<file path="src/rtl/pulse_train_generator.sv">
// Programmable pulse-train source driven by an ASCII command stream (W/P/N/G/S/C).
// Optional byte echo on tx_byte is built only when PULSE_TRAIN_ECHO_EN is defined.
`timescale 1ns/1ps
module pulse_train_generator #(
    parameter int COUNTER_WIDTH = 32,
    parameter int MAX_DIGITS    = 8
) (
    input  logic                     fast_clock,
    input  logic                     reset,
    input  logic [7:0]               rx_byte,
    input  logic                     rx_byte_valid,
    output logic                     pulse_out,
    output logic                     busy,
    output logic                     done,
    output logic                     error,
    output logic [COUNTER_WIDTH-1:0] pulses_generated,
    output logic [7:0]               tx_byte,
    output logic                     tx_byte_valid
);

    localparam int DIGIT_W = $clog2(MAX_DIGITS + 1);
    localparam logic [DIGIT_W-1:0] DIGIT_LIMIT = DIGIT_W'(MAX_DIGITS);
    localparam int NUM_REGS   = 3;
    localparam int IDX_WIDTH  = 0;
    localparam int IDX_PERIOD = 1;
    localparam int IDX_COUNT  = 2;

    typedef enum logic {IDLE, COLLECT} parse_state_t;
    typedef enum logic [1:0] {TGT_WIDTH = 2'd0, TGT_PERIOD = 2'd1, TGT_COUNT = 2'd2} target_t;

    parse_state_t             r_state, w_state_next;
    target_t                  r_target, w_target_next;
    logic [COUNTER_WIDTH-1:0] r_acc, w_acc_next;
    logic [DIGIT_W-1:0]       r_digits, w_digits_next;
    logic                     w_is_hex;
    logic [3:0]               w_hex_val;
    logic                     w_go, w_stop, w_clear, w_parse_err, w_commit;

    logic [COUNTER_WIDTH-1:0] r_shadow      [NUM_REGS];
    logic [COUNTER_WIDTH-1:0] r_active      [NUM_REGS];
    logic [COUNTER_WIDTH-1:0] w_shadow_next [NUM_REGS];
    logic [COUNTER_WIDTH-1:0] w_active_next [NUM_REGS];

    logic [COUNTER_WIDTH-1:0] r_phase, w_phase_next;
    logic [COUNTER_WIDTH-1:0] r_pulse_num, w_pulse_num_next;
    logic [COUNTER_WIDTH-1:0] r_pulses, w_pulses_next;
    logic                     r_busy, w_busy_next;
    logic                     r_pulse_out, w_pulse_out_next;
    logic                     r_done, w_done_next;
    logic                     r_error;
    logic                     w_wrap, w_cfg_ok, w_start, w_go_err, w_finish;
    logic [COUNTER_WIDTH-1:0] w_width_new, w_period_new;

    always_comb begin
        w_is_hex  = 1'b1;
        w_hex_val = 4'd0;
        if (rx_byte >= "0" && rx_byte <= "9") begin
            w_hex_val = rx_byte[3:0];
        end else if ((rx_byte >= "A" && rx_byte <= "F") || (rx_byte >= "a" && rx_byte <= "f")) begin
            w_hex_val = rx_byte[3:0] + 4'd9;
        end else begin
            w_is_hex = 1'b0;
        end
    end

    always_ff @(posedge fast_clock) begin
        if (reset) begin
            r_state  <= IDLE;
            r_target <= TGT_WIDTH;
            r_acc    <= '0;
            r_digits <= '0;
        end else begin
            r_state  <= w_state_next;
            r_target <= w_target_next;
            r_acc    <= w_acc_next;
            r_digits <= w_digits_next;
        end
    end

    always_comb begin
        w_state_next  = r_state;
        w_target_next = r_target;
        w_acc_next    = r_acc;
        w_digits_next = r_digits;
        w_go          = 1'b0;
        w_stop        = 1'b0;
        w_clear       = 1'b0;
        w_parse_err   = 1'b0;
        w_commit      = 1'b0;
        if (rx_byte_valid) begin
            case (r_state)
                IDLE: begin
                    case (rx_byte)
                        "W", "w", "P", "p", "N", "n": begin
                            w_target_next = (rx_byte == "W" || rx_byte == "w") ? TGT_WIDTH :
                                            (rx_byte == "P" || rx_byte == "p") ? TGT_PERIOD : TGT_COUNT;
                            w_acc_next    = '0;
                            w_digits_next = '0;
                            w_state_next  = COLLECT;
                        end
                        "G", "g":                w_go    = 1'b1;
                        "S", "s":                w_stop  = 1'b1;
                        "C", "c":                w_clear = 1'b1;
                        8'h0D, 8'h0A, 8'h20: ;
                        default:                 w_parse_err = 1'b1;
                    endcase
                end
                COLLECT: begin
                    if (w_is_hex) begin
                        if (r_digits == DIGIT_LIMIT) begin
                            w_parse_err  = 1'b1;
                            w_state_next = IDLE;
                        end else begin
                            w_acc_next    = {r_acc[COUNTER_WIDTH-5:0], w_hex_val};
                            w_digits_next = r_digits + 1'b1;
                        end
                    end else if (rx_byte == 8'h0D) begin
                        w_state_next = IDLE;
                        if (r_digits == '0) w_parse_err = 1'b1;
                        else                w_commit    = 1'b1;
                    end else if (rx_byte != 8'h0A) begin
                        w_parse_err  = 1'b1;
                        w_state_next = IDLE;
                    end
                end
                default: w_state_next = IDLE;
            endcase
        end
    end

    // Active values follow the shadows while idle (one cycle behind) and only at a period wrap while running.
    assign w_wrap = r_busy && (r_phase == r_active[IDX_PERIOD] - 1'b1);

    generate
        for (genvar gi = 0; gi < NUM_REGS; gi++) begin : g_cfg
            localparam logic [COUNTER_WIDTH-1:0] RESET_VALUE =
                (gi == IDX_WIDTH) ? COUNTER_WIDTH'(1) : (gi == IDX_PERIOD) ? COUNTER_WIDTH'(2) : COUNTER_WIDTH'(0);

            assign w_shadow_next[gi] = (w_commit && (r_target == target_t'(gi))) ? r_acc : r_shadow[gi];
            assign w_active_next[gi] = w_wrap ? w_shadow_next[gi] : (r_busy ? r_active[gi] : r_shadow[gi]);

            always_ff @(posedge fast_clock) begin
                if (reset) begin
                    r_shadow[gi] <= RESET_VALUE;
                    r_active[gi] <= RESET_VALUE;
                end else begin
                    r_shadow[gi] <= w_shadow_next[gi];
                    r_active[gi] <= w_active_next[gi];
                end
            end
        end
    endgenerate

    assign w_width_new  = w_active_next[IDX_WIDTH];
    assign w_period_new = w_active_next[IDX_PERIOD];
    assign w_cfg_ok     = (w_width_new != '0) && (w_width_new < w_period_new);
    assign w_start      = w_go && w_cfg_ok;
    assign w_go_err     = w_go && !w_cfg_ok;
    assign w_finish     = r_busy && (r_active[IDX_COUNT] != '0) &&
                          (r_phase == r_active[IDX_WIDTH] - 1'b1) &&
                          (r_pulse_num >= r_active[IDX_COUNT]);

    always_comb begin
        w_busy_next      = r_busy;
        w_phase_next     = r_phase;
        w_pulse_num_next = r_pulse_num;
        w_pulses_next    = r_pulses;
        w_done_next      = 1'b0;
        if (r_busy) begin
            if (r_phase == '0) w_pulses_next = r_pulses + 1'b1;
            if (w_wrap) begin
                w_phase_next     = '0;
                w_pulse_num_next = r_pulse_num + 1'b1;
            end else begin
                w_phase_next = r_phase + 1'b1;
            end
        end
        if (w_finish) begin
            w_busy_next = 1'b0;
            w_done_next = 1'b1;
        end
        if (w_stop) begin
            w_busy_next   = 1'b0;
            w_done_next   = 1'b0;
            w_pulses_next = r_pulses;
        end
        if (w_start) begin
            w_busy_next      = 1'b1;
            w_phase_next     = '0;
            w_pulse_num_next = COUNTER_WIDTH'(1);
            w_pulses_next    = '0;
            w_done_next      = 1'b0;
        end
        w_pulse_out_next = w_busy_next && (w_phase_next < w_width_new);
    end

    always_ff @(posedge fast_clock) begin
        if (reset) begin
            r_phase     <= '0;
            r_pulse_num <= '0;
            r_pulses    <= '0;
            r_busy      <= 1'b0;
            r_pulse_out <= 1'b0;
            r_done      <= 1'b0;
            r_error     <= 1'b0;
        end else begin
            r_phase     <= w_phase_next;
            r_pulse_num <= w_pulse_num_next;
            r_pulses    <= w_pulses_next;
            r_busy      <= w_busy_next;
            r_pulse_out <= w_pulse_out_next;
            r_done      <= w_done_next;
            if (w_clear)                       r_error <= 1'b0;
            else if (w_parse_err || w_go_err)  r_error <= 1'b1;
        end
    end

    assign pulse_out        = r_pulse_out;
    assign busy             = r_busy;
    assign done             = r_done;
    assign error            = r_error;
    assign pulses_generated = r_pulses;

`ifdef PULSE_TRAIN_ECHO_EN
    logic [7:0] r_tx_byte;
    logic       r_tx_valid;
    logic       r_lf_pending;

    // A UART cannot deliver a byte on the cycle right after another, so the trailing LF never collides.
    always_ff @(posedge fast_clock) begin
        if (reset) begin
            r_tx_byte    <= 8'h00;
            r_tx_valid   <= 1'b0;
            r_lf_pending <= 1'b0;
        end else begin
            r_tx_valid   <= 1'b0;
            r_lf_pending <= 1'b0;
            if (rx_byte_valid) begin
                r_tx_valid   <= 1'b1;
                r_tx_byte    <= (w_parse_err || w_go_err) ? 8'h3F : rx_byte;
                r_lf_pending <= w_commit;
            end else if (r_lf_pending) begin
                r_tx_valid <= 1'b1;
                r_tx_byte  <= 8'h0A;
            end
        end
    end

    assign tx_byte       = r_tx_byte;
    assign tx_byte_valid = r_tx_valid;
`else
    assign tx_byte       = 8'h00;
    assign tx_byte_valid = 1'b0;
`endif

endmodule

</file>
<file path="config.mk">
export PLATFORM = sky130hd
export DESIGN_NAME = pulse_train_generator
export DESIGN_NICKNAME = d
export VERILOG_FILES = /design/src/rtl/pulse_train_generator.sv
export SDC_FILE = /design/constraint.sdc
export NUM_CORES = 1
export LEC_CHECK = 0
export ABC_AREA = 1
export CELL_PAD_IN_SITES_DETAIL_PLACEMENT = 0
export CELL_PAD_IN_SITES_GLOBAL_PLACEMENT = 2
export CORE_MARGIN = 1.5
export CORE_UTILIZATION = 36
export CTS_CLUSTER_SIZE = 28
export DETAILED_ROUTE_END_ITERATION = 10
export PLACE_DENSITY_LB_ADDON = 0.1
export SYNTH_ARGS = -nofsm -noshare
export SYNTH_HDL_FRONTEND = slang
export SYNTH_SLANG_ARGS = --single-unit
</file>
<file path="constraint.sdc">
create_clock -name fast_clock -period 7.27 [get_ports fast_clock]
set_input_delay 1.0905 -clock fast_clock [delete_from_list [all_inputs] [get_ports fast_clock]]
set_output_delay 1.0905 -clock fast_clock [all_outputs]
set_load 0.05 [all_outputs]
</file>
# After elaboration in Yosys (flattened, before gate mapping)
# Memory sizes are Yosys's and may differ from the RTL's.
# Index checks and enable logic that the tools add are counted.
[totals]
regBits = 139
ram_bits = 192
in_bits = 11
elab_cells = 171
memories = 2
[op_classes]
n_addsub = 7
magnitude_cmp = 9
n_eq_ne = 24
muxes = 70
bitwise_logic = 8
reduce_logical = 39
[mem_list]
columns = ["name", "depth", "word_bits", "rd", "rd_ports_with_merged_regs", "write_ports", "line_no", "rtl"]
rows = [
  ["r_active", 3, 32, 3, 0, 3, "40", "logic [COUNTER_WIDTH-1:0] r_active [NUM_REGS];"],
  ["r_shadow", 3, 32, 3, 0, 3, "39", "logic [COUNTER_WIDTH-1:0] r_shadow [NUM_REGS];"],
]
[ops]
columns = ["operator", "count"]
rows = [
  ["32-bit 2-to-1 mux", 21],
  ["32-bit by 1-bit adder with 32-bit output, second input constant", 3],
  ["8-bit by 7-bit equality test with 1-bit output, second input constant", 12],
  ["32-bit equality test", 2],
  ["32-bit less-than comparator", 2],
  ["32-bit one-hot mux with 2 select lines", 1],
  ["32-bit nonzero test", 2],
  ["32-bit by 1-bit subtractor with 32-bit output, second input constant", 2],
  ["1-bit 2-to-1 mux", 38],
  ["32-bit >= comparator", 1],
  ["32-bit zero test", 1],
  ["4-bit 2-to-1 mux", 5],
  ["8-bit by 4-bit equality test with 1-bit output, second input constant", 2],
  ["8-bit by 7-bit >= comparator with 1-bit output, second input constant", 2],
  ["8-bit by 7-bit less-or-equal comparator with 1-bit output, second input constant", 2],
  ["15-bit OR reduction", 1],
  ["1-bit logical AND", 14],
  ["2-bit OR reduction", 5],
  ["8-bit by 6-bit equality test with 1-bit output, second input constant", 1],
  ["8-bit by 6-bit >= comparator with 1-bit output, second input constant", 1],
  ["8-bit by 6-bit less-or-equal comparator with 1-bit output, second input constant", 1],
  ["8-bit by 4-bit inequality test with 1-bit output, second input constant", 1],
  ["4-bit one-hot mux with 2 select lines", 1],
  ["1-bit OR", 6],
  ["20 further kinds", 30],
]

# Longest topological paths before layout
# Gate-level depths: netlist of the first run.
[depth]
ltp_word = 17
mapped_depth = 47
ltp_nobuf = 44

# Worst setup path after synthesis of the first run
# Ideal clock, no wire load.
[synth_timing]
kind = "input port to flip-flop"
start = "input rx_byte[2]"
end = "register r_pulse_out, in the netlist pulse_out"
t_arrival_ps = 5572
t_required_ps = 7145
path_slack_ps = 1573
cell_stages = 33
path_buffers = 3
path_cell_list = "clkbuf_2 nand2_1 inv_1 nand3_1 a31oi_2 nand3_1 nor2_4 clkbuf_1 a21oi_1 or2_1 nand2_1 ha_1 a21oi_1 o21ai_0 nand3_1 nand2_1 nand2_1 a21oi_1 a211o_1 nor2_2 nand2_1 inv_2 nand4_1 nand2_2 clkinv_2 buf_6 nand2_1 inv_1 ha_1 nand2_1 or4_1 nor4b_1 a21oi_1"
[synth_lines]
columns = ["element", "line_no", "rtl"]
rows = [
  ["start, declared", "10", "input logic [7:0] rx_byte,"],
  ["end signal, assigned", "211", "r_pulse_out <= w_pulse_out_next;"],
  ["end, declared", "48", "logic r_pulse_out, w_pulse_out_next;"],
]

==> results of run 1 <==
-- synth_stat cells (4+ instances only) --
master / n / area (sq um)
or2_1: 24 / 150
nor2_1: 539 / 2020
nand2_2: 9 / 56.3
o221ai_1: 15 / 131
clkbuf_1: 91 / 342
or2_0: 15 / 93.8
nand3b_1: 7 / 52.6
or2_2: 13 / 81.3
nor3_1: 56 / 280
nor3b_1: 18 / 135
nand4_1: 62 / 388
inv_1: 473 / 1780
buf_6: 5 / 56.3
buf_4: 11 / 82.6
nor2_2: 10 / 62.6
nand3_2: 7 / 70.1
o22ai_1: 13 / 81.3
o21ai_0: 113 / 566
xor2_1: 85 / 744
a21oi_2: 7 / 61.3
a22oi_1: 24 / 180
a21oi_1: 206 / 1030
a32oi_1: 21 / 184
ha_1: 107 / 1340
o211ai_1: 8 / 60.1
nand2_1: 431 / 1620
dfxtp_1: 331 / 6630
a211oi_1: 20 / 150
a31oi_1: 8 / 50.1
o2111ai_1: 4 / 35.0
nor2_4: 12 / 135
buf_2: 13 / 65.1
xnor2_1: 34 / 298
nand3_1: 74 / 370
inv_2: 4 / 15.0
nor4_1: 22 / 138
-- worst max-delay path: cells and delay by family (launching register included) --
kind                       cells  cell delay [ps]
adders and majority gates      3              870
DFF                            1              370
buffers and inverters          7             1340
AOI/OAI and AO/OA              8             1240
and+or+nand+nor               23             2590
-- final cells by class --
| type | instances | share of cell area [%] |
|---|---|---|
| Sequential cell | 331 | 29.2 |
| Inverter | 480 | 7.97 |
| Timing Repair Buffer | 75 | 3.17 |
| Clock inverter | 14 | 0.767 |
| Multi-Input combinational cell | 2031 | 49.2 |
| Tap cell | 748 | 4.13 |
| Clock buffer | 62 | 5.59 |
-- how the worst min path moves through the flow --
stage                                             end  slack (ps)  depth (start not counted)
floorplan                   r_shadow[1][1]$_SDFF_PP1_         440                          2
finish              pulses_generated[31]$_SDFFE_PP0P_         490                          2
global placement    pulses_generated[31]$_SDFFE_PP0P_         470                          2
global route                r_shadow[1][3]$_SDFF_PP0_         510                          2
CTS                 pulses_generated[31]$_SDFFE_PP0P_         490                          2
detailed placement          r_shadow[1][1]$_SDFF_PP1_         480                          2
-- sequential cells by signal, summed over array words and instances, names as in the netlist, 2 cells and up --
register,flops
r_acc,32
r_active,96
r_shadow,96
r_pulse_num,32
r_phase,32
pulses_generated,32
r_digits,4
r_target,2
-- logic make-up (layout without fill, tap and decap cells) --
logic type	after synthesis	after routing	share of synthesized area, %
and+or+nand+nor	1323	1323	29.4
buffers and inverters	603	631	11.8
AOI/OAI and AO/OA	471	471	13.9
DFF	331	331	33.0
xor gates and xnor gates	119	119	5.18
adders and majority gates	107	107	6.66
muxes	2	2	0.0996
other	1	9	0.0187
-- power breakdown --
| group | switching [mW] | total, mW | internal, mW | leakage, nW |
|---|---|---|---|---|
| clock network | 0.843 | 2.19 | 1.34 | 0.721 |
| logic | 0.0677 | 0.0841 | 0.0165 | 6.56 |
| registers | 0.00264 | 1.82 | 1.82 | 2.67 |
| total | 0.913 | 4.09 | 3.18 | 9.94 |
-- timing repair --
action                     CTS  global route
setup endpoints to repair    0             1
buffers inserted             0             0
resized for setup            0             1
-- per-stage QoR --
step                      cell area (sq um)  power, mW  util [%]  hold slack (ps)  cells
final                                 22700       4.09      41.1              488   3741
after global routing                  22700       4.23      41.1              514   3741
after CTS                             22700       4.15      41.1              489   3741
after detailed placement              21200       1.94      38.5              476   3665
after global placement                21200       1.94      38.5              469   3665
after floorplan                       20100       1.92         -              443   2965
-- metal layers --
metal  vias up  wire length (um)  share of wire (%)
met5         -                 0                  0
met4         0               981                1.4
met1      8834             34000                 49
met2       331             32200                 46
met3        55              2800                4.0
li1       9506                 -                  -
==> metrics.csv, run 1 <==
metric,value,unit
status,"finished, final reports clean",
clockBufferDepth,3,
synth_edf_count,0,
layout-drive-gt1-share,6.28,%
portBuffers,46,
met3_usage,2.59,%
hold_viol_final,0,
min-delay-start,pulses_generated[31]$_SDFFE_PP0P_,
gr-total-overflow,0,
syn_avg_cell_area,6.80,sq um
p_leak,9.94,nW
rsz0062_at_grt,no,
slew_viol_final,0,
grt_pass1_vias,17700,
path_max_fanout,58,
place.gp.congestion,0.880,
start_kind,flop,
fin_skew,29.2,ps
final_common_cell,nor2_1,
clkTransAtPathRegs,60,ps
ioPinCount,56,
layout_setup_ws,777,ps
crit_slowest_cell,inv_6,
ant_nets,0,
critPathCapture,pulse_out$_SDFF_PP0_,
period_needed,6490,ps
critPathMaxStageDelay,440,ps
antenna_cells,0,
worst_pin_slew,925,ps
cts_buffers,41,
die_w,239,um
timing.critical_path.mode_cell,nand2_1,
cts_tree,done,
period_share,89.3,%
grt_pass1_wl,107,mm
clkSinkCount,331,
clk_latency,580,ps
cts_max_level,2,
maxClockFrequency,0.154,GHz
area_growth,12.8,%
syn_inst,2957,
r2r_start,r_active[1][0]$_SDFF_PP0_,
critical_path_class,flop to flop,
post-dp-hpwl,53.7,mm
clock-root-buffer,clkbuf_16,
post-place-ws,383,ps
multiInputGateArea,0.0111,sq mm
power_per_cell_area,180,mW/mm^2
dr_total_vias,18700,
cts_hold_buf,0,
async_reset_ff_share,0,%
grt_use_met1,34.6,%
slew_headroom,38.4,%
critPathArrivalTime,7000,ps
final_cell_mix,"nor2_1, inv_1, nand2_1, dfxtp_1, a21oi_1",
worstHoldPathType,flop to flop,
maxCapViolations,0,
setup_tns,0,ps
grt_usage,24.6,%
peakVddDrop,0.206,mV
gr-usage-met2,40.8,%
reg2regPathDepth,41,
row_count,86,
grt-busiest-layer,met2,
crit_start,r_active[1][0]$_SDFF_PP0_,
drcViolationCount,0,
start_util,36.4,%
fp.dieArea,0.0573,sq mm
fin_nets,3078,
core_area,0.0552,sq mm
reg2reg_slack,780,ps
wl_per_cell,18.7,um
setup-violations-final,0,
ys_types,75,
routed_wl,70.0,mm
die_h,239,um
critPathCaptureType,flop,
yosysWarnings,0,
r2r-end,pulse_out$_SDFF_PP0_,
grt_start_max_net_pins,84,
drtPass1Iterations,5,
antenna_found_initial,1,
ys_seq_elements,331,
synth-seq-area-share,33.0,%
drt_iter0_drc,1326,
fillers,5911,
syn_area,0.0201,sq mm
final-seq-area,0.00663,sq mm
synthFlopType,dfxtp_1,
worstPathRequired,7780,ps
vias_per_cell,5.01,
(Power assumes the default switching activity.)
==> run 2: changes to the inputs <==
CTS_CLUSTER_SIZE = 24   (was 28)
==> results of run 2 <==
Final layout, timing and power as in run 1 (identical DEF).
==> run 3: changes to the inputs <==
GPL_ROUTABILITY_DRIVEN = 0   (was not set)
==> run 3 against run 2 <==
Combinational power increased by 0.8%. Cell count is essentially flat. Worst setup slack improved by 35 ps. Die area did not move. Total power shrank 0.54%. Clock power barely moved. Cell area hardly changed. Register-to-register slack improved by 30 ps. Sequential cell count stayed put. Highest routed layer unchanged.
==> metrics.csv, run 3 (synthesis gave the netlist of run 1 again) <==
metric,value,unit,change
status,"finished, final reports clean",,unchanged
cts_resized,0,,unchanged
cts_max_level,2,,unchanged
cts_hold_buf,0,,unchanged
postCtsSetupRepairBufs,0,,unchanged
power_frac_seq,44.7,%,was 44.5%
slew_viol_final,0,,unchanged
critical_path_class,flop to flop,,unchanged
maxCapViolations,0,,unchanged
hold_viol_final,0,,unchanged
grt_start_max_net_pins,89,,was 84
fin_cells,3743,,was 3741
grt_usage,24.5,%,was 24.6%
critPathMaxStageDelay,590,ps,was 440 ps
cts_tree,done,,unchanged
peakVddDrop,0.165,mV,was 0.206 mV
drcViolationCount,0,,unchanged
critPathCaptureType,flop,,unchanged
critPathCapture,pulse_out$_SDFF_PP0_,,unchanged
p_leak,9.94,nW,about the same
die_w,239,um,unchanged
fp.dieArea,0.0573,sq mm,unchanged
worstSetupPathDepth,41,,unchanged
reg2reg_slack,810,ps,was 780 ps
slew_headroom,15.4,%,was 38.4%
r2r_start,r_active[1][1]$_SDFF_PP1_,,was r_active[1][0]$_SDFF_PP0_
rsz0062_at_grt,no,,unchanged
power_per_cell_area,179,mW/mm^2,was 180 mW/mm^2
post-place-cells,3666,,was 3665
ant_nets,0,,unchanged
grt_pass1_vias,17800,,was 17.7k
ioPinCount,56,,unchanged
post-place-ws,398,ps,was 383 ps
final_common_cell,nor2_1,,unchanged
clkTransAtPathRegs,60,ps,about the same
timing.critical_path.mode_cell,nand2_1,,unchanged
cts_buffers,42,,was 41
maxClockFrequency,0.155,GHz,was 0.154 GHz
reg.largest.list,"r_active: 96 flops, r_shadow: 96 flops",,unchanged
grt_pass1_wl,108,mm,was 107 mm
row_count,86,,unchanged
worst_pin_slew,1260,ps,was 925 ps
start_util,36.4,%,unchanged
gr-total-overflow,0,,unchanged
clock-root-buffer,clkbuf_16,,unchanged
vias_per_cell,5.03,,was 5.01
start_kind,flop,,unchanged
crit_slowest_cell,inv_4,,was inv_6
critical-path-top-delay-family,simple AND/OR/NAND/NOR gates,,unchanged
die_h,239,um,unchanged
worstPathRequired,7770,ps,was 7780 ps
clockBufferDepth,3,,unchanged
crit_start,r_active[1][1]$_SDFF_PP1_,,was r_active[1][0]$_SDFF_PP0_
area_growth,12.7,%,was 12.8%
antenna_found_initial,0,,was 1
final_cell_mix,"nor2_1, inv_1, nand2_1, dfxtp_1, a21oi_1",,unchanged
switchingPower,0.915,mW,was 0.913 mW
p_int,3.15,mW,was 3.18 mW
setup-violations-final,0,,unchanged
layout_setup_ws,812,ps,was 777 ps
switching_share,22.5,%,was 22.3%
reg2regPathDepth,41,,unchanged
routed_wl,69.9,mm,was 70.0 mm
core_area,0.0552,sq mm,unchanged
post-dp-hpwl,53.5,mm,was 53.7 mm
wl_per_cell,18.7,um,about the same
clkSinkCount,331,,unchanged
critical_path_buf_inv_count,6,,was 7
period_share,88.8,%,was 89.3%
period_needed,6460,ps,was 6490 ps
fin_skew,17.4,ps,was 29.2 ps
worstHoldPathType,flop to flop,,unchanged
drt_iter0_drc,1181,,was 1326
r2r-end,pulse_out$_SDFF_PP0_,,unchanged
path_max_fanout,54,,was 58
fin_nets,3080,,was 3078
setup_tns,0,ps,unchanged
fillers,5849,,was 5911
clkPwrFrac,53.2,%,was 53.5%
dr_total_vias,18800,,was 18.7k
layout-drive-gt1-share,6.35,%,was 6.28%
power_frac_comb,2.1,%,about the same
clk_latency,560,ps,was 580 ps
critPathArrivalTime,6950,ps,was 7000 ps
drtPass1Iterations,6,,was 5
portBuffers,46,,unchanged
## run 3: how the worst min path moves through the flow
stage / start / slack (ps) / cells after the start / to
floorplan: r_shadow[1][1]$_SDFF_PP1_ / 440 / 2 / r_shadow[1][1]$_SDFF_PP1_
global placement: pulses_generated[31]$_SDFFE_PP0P_ / 470 / 2 / pulses_generated[31]$_SDFFE_PP0P_
detailed placement: pulses_generated[31]$_SDFFE_PP0P_ / 470 / 2 / pulses_generated[31]$_SDFFE_PP0P_
CTS: pulses_generated[31]$_SDFFE_PP0P_ / 480 / 2 / pulses_generated[31]$_SDFFE_PP0P_
global route: pulses_generated[31]$_SDFFE_PP0P_ / 490 / 2 / pulses_generated[31]$_SDFFE_PP0P_
finish: pulses_generated[31]$_SDFFE_PP0P_ / 480 / 2 / pulses_generated[31]$_SDFFE_PP0P_
## run 3: layer usage
layer | vias to the layer above | global-route usage (%) | routed length, um
li1 | 9507 | - | -
met1 | 8907 | 34.6 | 34400
met2 | 349 | 40.0 | 31600
met3 | 67 | 2.60 | 2690
met4 | 0 | 5.22 | 1210
met5 | - | 0 | 0
## run 3: through the flow
step | hold WS [ps] | utilization [%] | power [mW] | area, sq um
after floorplan | 443 | - | 1.92 | 20100
after global placement | 471 | 38.5 | 1.94 | 21200
after detailed placement | 475 | 38.5 | 1.94 | 21200
after CTS | 483 | 41.1 | 4.13 | 22700
after global routing | 495 | 41.1 | 4.21 | 22700
final | 476 | 41.1 | 4.07 | 22700
## run 3: tightest hold or removal path, stage by stage, from the launching register on
cell and delay, ps:
dfxtp_1 310, nand2_1 60, a21oi_1 50
## run 3: power by group through the flow
stage | logic (mW) | registers [mW] | clock network, mW
finish | 0.0848 | 1.82 | 2.16
global route | 0.0923 | 1.82 | 2.30
CTS | 0.0855 | 1.82 | 2.22
detailed placement | 0.0852 | 1.86 | 0
global placement | 0.0857 | 1.86 | 0
floorplan | 0.0589 | 1.86 | 0
## run 3: final cells by class
cell class / instances / area [sq um] / area share [%]
multi-input combinational: 2031 / 11100 / 49.2
antenna: 1 / 2.50 / 0.0110
clock buffer: 55 / 1180 / 5.21
inverter: 480 / 1810 / 7.97
tap: 748 / 936 / 4.13
timing repair buffer: 76 / 727 / 3.21
clock inverter: 21 / 236 / 1.04
sequential: 331 / 6630 / 29.2
